==> src/rtl/quad_decoder_counter.sv <==
// Quadrature (A/B) decoder in 4x mode driving a loadable up/down position counter.
// Pins are synchronised; illegal two-bit transitions raise a sticky error.
module quad_decoder_counter #(
  parameter int unsigned WIDTH       = 8,
  parameter int unsigned SYNC_STAGES = 2
) (
  input  logic             clk,
  input  logic             rst,
  input  logic             a_in,
  input  logic             b_in,
  input  logic             load,
  input  logic [WIDTH-1:0] data,
  input  logic             clr_err,
  output logic [WIDTH-1:0] count,
  output logic             dir,
  output logic             step,
  output logic             err
);

  logic [SYNC_STAGES-1:0] a_sync_q, b_sync_q;
  // Tracks how far real pin samples have travelled down the synchroniser.
  logic [SYNC_STAGES-1:0] fill_q;
  logic [1:0]             s, prev_q;
  logic                   primed_q, primed_d;
  logic [WIDTH-1:0]       count_q, count_d;
  logic                   dir_q, dir_d;
  logic                   step_q, step_d;
  logic                   err_q, err_d;
  logic                   up, down, illegal;

  assign s = {a_sync_q[SYNC_STAGES-1], b_sync_q[SYNC_STAGES-1]};

  always_ff @(posedge clk or negedge rst) begin
    if (!rst) begin
      a_sync_q <= '0;
      b_sync_q <= '0;
      fill_q   <= '0;
    end else begin
      a_sync_q <= {a_sync_q[SYNC_STAGES-2:0], a_in};
      b_sync_q <= {b_sync_q[SYNC_STAGES-2:0], b_in};
      fill_q   <= {fill_q[SYNC_STAGES-2:0], 1'b1};
    end
  end

  always_comb begin
    up      = 1'b0;
    down    = 1'b0;
    illegal = 1'b0;
    if (primed_q) begin
      // Gray order 00->10->11->01->00: successor is {~B, A}, predecessor is {B, ~A}.
      up      = (s == {~prev_q[0], prev_q[1]});
      down    = (s == {prev_q[0], ~prev_q[1]});
      illegal = (s == ~prev_q);
    end

    // Priming waits until the synchroniser holds real pin samples, so the reset
    // zeros in the chain are never mistaken for a pin transition.
    primed_d = primed_q | fill_q[SYNC_STAGES-1];
    step_d   = up | down;

    dir_d = dir_q;
    if (up) begin
      dir_d = 1'b1;
    end else if (down) begin
      dir_d = 1'b0;
    end

    count_d = count_q;
    if (load) begin
      count_d = data;
    end else if (up) begin
      count_d = count_q + WIDTH'(1);
    end else if (down) begin
      count_d = count_q - WIDTH'(1);
    end

    err_d = err_q;
    if (illegal) begin
      err_d = 1'b1;
    end else if (clr_err) begin
      err_d = 1'b0;
    end
  end

  always_ff @(posedge clk or negedge rst) begin
    if (!rst) begin
      prev_q   <= 2'b00;
      primed_q <= 1'b0;
      count_q  <= '0;
      dir_q    <= 1'b1;
      step_q   <= 1'b0;
      err_q    <= 1'b0;
    end else begin
      prev_q   <= s;
      primed_q <= primed_d;
      count_q  <= count_d;
      dir_q    <= dir_d;
      step_q   <= step_d;
      err_q    <= err_d;
    end
  end

  assign count = count_q;
  assign dir   = dir_q;
  assign step  = step_q;
  assign err   = err_q;

endmodule

==> config.mk <==
export PLATFORM = sky130hd
export DESIGN_NAME = quad_decoder_counter
export DESIGN_NICKNAME = d
export VERILOG_FILES = /design/src/rtl/quad_decoder_counter.sv
export SDC_FILE = /design/constraint.sdc
export NUM_CORES = 1
export LEC_CHECK = 0
export CAP_MARGIN = 30
export CORE_MARGIN = 4
export CORE_UTILIZATION = 36
export CTS_CLUSTER_DIAMETER = 30
export CTS_CLUSTER_SIZE = 28
export DETAILED_ROUTE_END_ITERATION = 10
export DONT_BUFFER_PORTS = 1
export GPL_TIMING_DRIVEN = 0
export PLACE_DENSITY = 0.5
export SLEW_MARGIN = 30
export SYNTH_ARGS = -nofsm -noshare
export SYNTH_HDL_FRONTEND = slang
export SYNTH_SLANG_ARGS = --single-unit
==> constraint.sdc <==
create_clock -name clk -period 5.2 [get_ports clk]
set_input_delay 1.04 -clock clk [delete_from_list [all_inputs] [get_ports clk]]
set_output_delay 1.04 -clock clk [all_outputs]
set_load 0.01 [all_outputs]
==> metrics.cfg <==
[finish]
nNetsFinal = 131
diodes = 0
syn2layout_area_growth_pct = 7.04
layout-drive-gt1-share_pct = 7.41

[pwr]
fin_total_pwr_w = 0.000498
leakage_nw = 0.498
p_per_area_nw_per_um2 = 436
peakVddDrop_v = 0.000226

[global_route]
antenna_found_initial = 0
grt_use_total_pct = 11.0
top_usage_layer = met2
grt_max_degree = 21
use_met3_pct = 5.04
grt_pass1_wl_um = 3500
grt-ovfl-total = 0
grt_use_met1_pct = 14.1
met2_usage_pct = 16.5
grt_pass1_vias = 744

[yosys]
synth_cell_type_count = 31
yosysTopAreaCell = dfrtp_1
synthTopCellsByArea = dfrtp_1 45%, ha_1 8.2%, nand2_1 4.9%
synth_area_um2 = 1070
post-synth-top-count-cell = dfrtp_1
yosys_warnings = 0
synth.net_count = 126
synth_edf_count = 0
avgSynthCellArea_um2 = 10.3
synthFlopType = dfrtp_1
syn_inst = 104
synth_common_cells = 19 x dfrtp_1, 14 x nand2_1, 7 x ha_1, 7 x o21ai_1
synth_seq_cells = 20
synth_top_area_share_pct = 44.6
async_flop_share_pct = 100
ys_seq_area_share_pct = 47.1

[setup_path]
crit_arrival_ns = 3.02
worstRegToRegCells = 8
worstSetupPathType = reg2reg
cp_max_fo = 12
regToRegStartpoint = a_sync_q[1]
r2r_slack_ns = 2.42
end_kind = flip-flop
worstPathRequired_ns = 5.44
cp-start-kind = flip-flop
r2r-end = count[7]

[timing]
finalCritPeriodShare_pct = 53.4
final-hold-violation-count = 0
rsz0062_at_grt = no
slew_viol_final = 0
tns_ns = 0
period_minus_slack_ns = 2.78
skew_ns = 0.00607
setup_viol = 0
fmax_ghz = 0.360

[status]
status = completed

[routing]
avgViaCountPerCell = 5.16
dr.pass1.iters = 4
vias = 717
wire_per_inst_um = 14.3
drc = 0
ant_nets = 0
finalWirelength_um = 1990
drt-initial-drc-count = 23

[floorplanning]
die_h_um = 62.4
rows = 19
start_util_pct = 38.3
coreArea_um2 = 2780
die_area_um2 = 3900
ioPinCount = 25
chipWidth_um = 62.4

[placement]
dpl.hpwl_um = 1480
io_buffer_count = 0
routabilityCongestion = 0.823

[clock_network]
post_cts_buffers = 0
cts_root_buf = clkbuf_4
clk_path_buf_depth = 2
hold_buffers = 0
cts_resized = 0
clk_pin_slew_ns = 0.12
clock_sinks = 20
cts.htree.levels = 1
clk_latency_ns = 0.30
numCtsBuffers = 3
tritoncts = yes

[hold_path]
hold_path_end = b_sync_q[1]
min_path_cells = 0
hold_class = reg2reg
min_from = b_sync_q[0]

[run]
drv_cap = 0

stage by stage:
stage	hold WS, ns	utilization [%]	std cells	cell area, um^2	setup slack, ns
after floorplan	0.331	-	104	1070	2.70
after global placement	0.333	39.7	135	1100	2.50
after detailed placement	0.336	39.7	135	1100	2.45
after CTS	0.365	41.0	139	1140	2.41
after global routing	0.367	41.0	139	1140	2.22
final	0.360	41.0	139	1140	2.42
worst max-delay path: stages, from the launching register on:
cell and delay (ns):
dfrtp_1 0.44, xnor2_1 0.19, or3b_4 0.51, ha_1 0.38
nand3_1 0.14, a211oi_1 0.39, nor2_1 0.12, or4b_1 0.47
nand3_1 0.08
cells in the final DEF (no fill, tap or decap), types with 3 or more instances in the layout:
master	synthesis	final
dfrtp_1	19	19
nand2_1	14	14
o21ai_1	7	7
ha_1	7	7
xnor2_1	6	6
a21oi_1	6	6
xor2_1	5	5
inv_1	4	4
nand3_1	4	4
nor2b_1	3	3
mux2i_1	3	3
clkbuf_4	0	3
registers in the layout, summed over array words and instances, names as in the netlist:
signal / count
a_sync_q: 2
dir: 1
step: 1
b_sync_q: 2
primed_q: 1
count: 8
err: 1
prev_q: 2
fill_q: 2
kinds of logic after synthesis:
logic type | synth area share, %
compound gates | 14.4
xor+xnor | 9.04
fa+ha+maj | 10.1
buf+inv | 2.46
flops | 47.1
mux | 2.82
other cells | 0.352
simple gates | 13.7
worst max-delay path by stage:
stage | startpoint | to | slack (ns) | depth (start not counted)
3_5_place_dp | a_sync_q[1] | count[7] | 2.45 | 8
3_3_place_gp | a_sync_q[1] | count[7] | 2.50 | 8
2_1_floorplan | a_sync_q[1] | count[7] | 2.70 | 8
4_1_cts | a_sync_q[1] | count[7] | 2.41 | 8
6_report | a_sync_q[1] | count[7] | 2.42 | 8
5_1_grt | a_sync_q[1] | count[7] | 2.22 | 8
power by group:
group	internal, W	total, W	switching, W
Combinational	0.0000842	0.000184	0.000100
Sequential	0.000183	0.000222	0.0000385
Clock	0.0000427	0.0000919	0.0000492
layout make-up:
| cell class | count | area, um^2 |
|---|---|---|
| clock buffers | 4 | 36.3 |
| flip-flops and latches | 20 | 502 |
| inverters | 5 | 18.8 |
| plain buffers | 2 | 7.51 |
| well taps | 31 | 38.8 |
| multi-input cells | 77 | 538 |
| fillers | 282 | 1640 |
routing by layer:
metal,routed length (um),part of all wire (%)
met3,147,7.4
met5,0,0
met2,876,44
met4,23,1.2
met1,942,47
(Power assumes the default switching activity.)
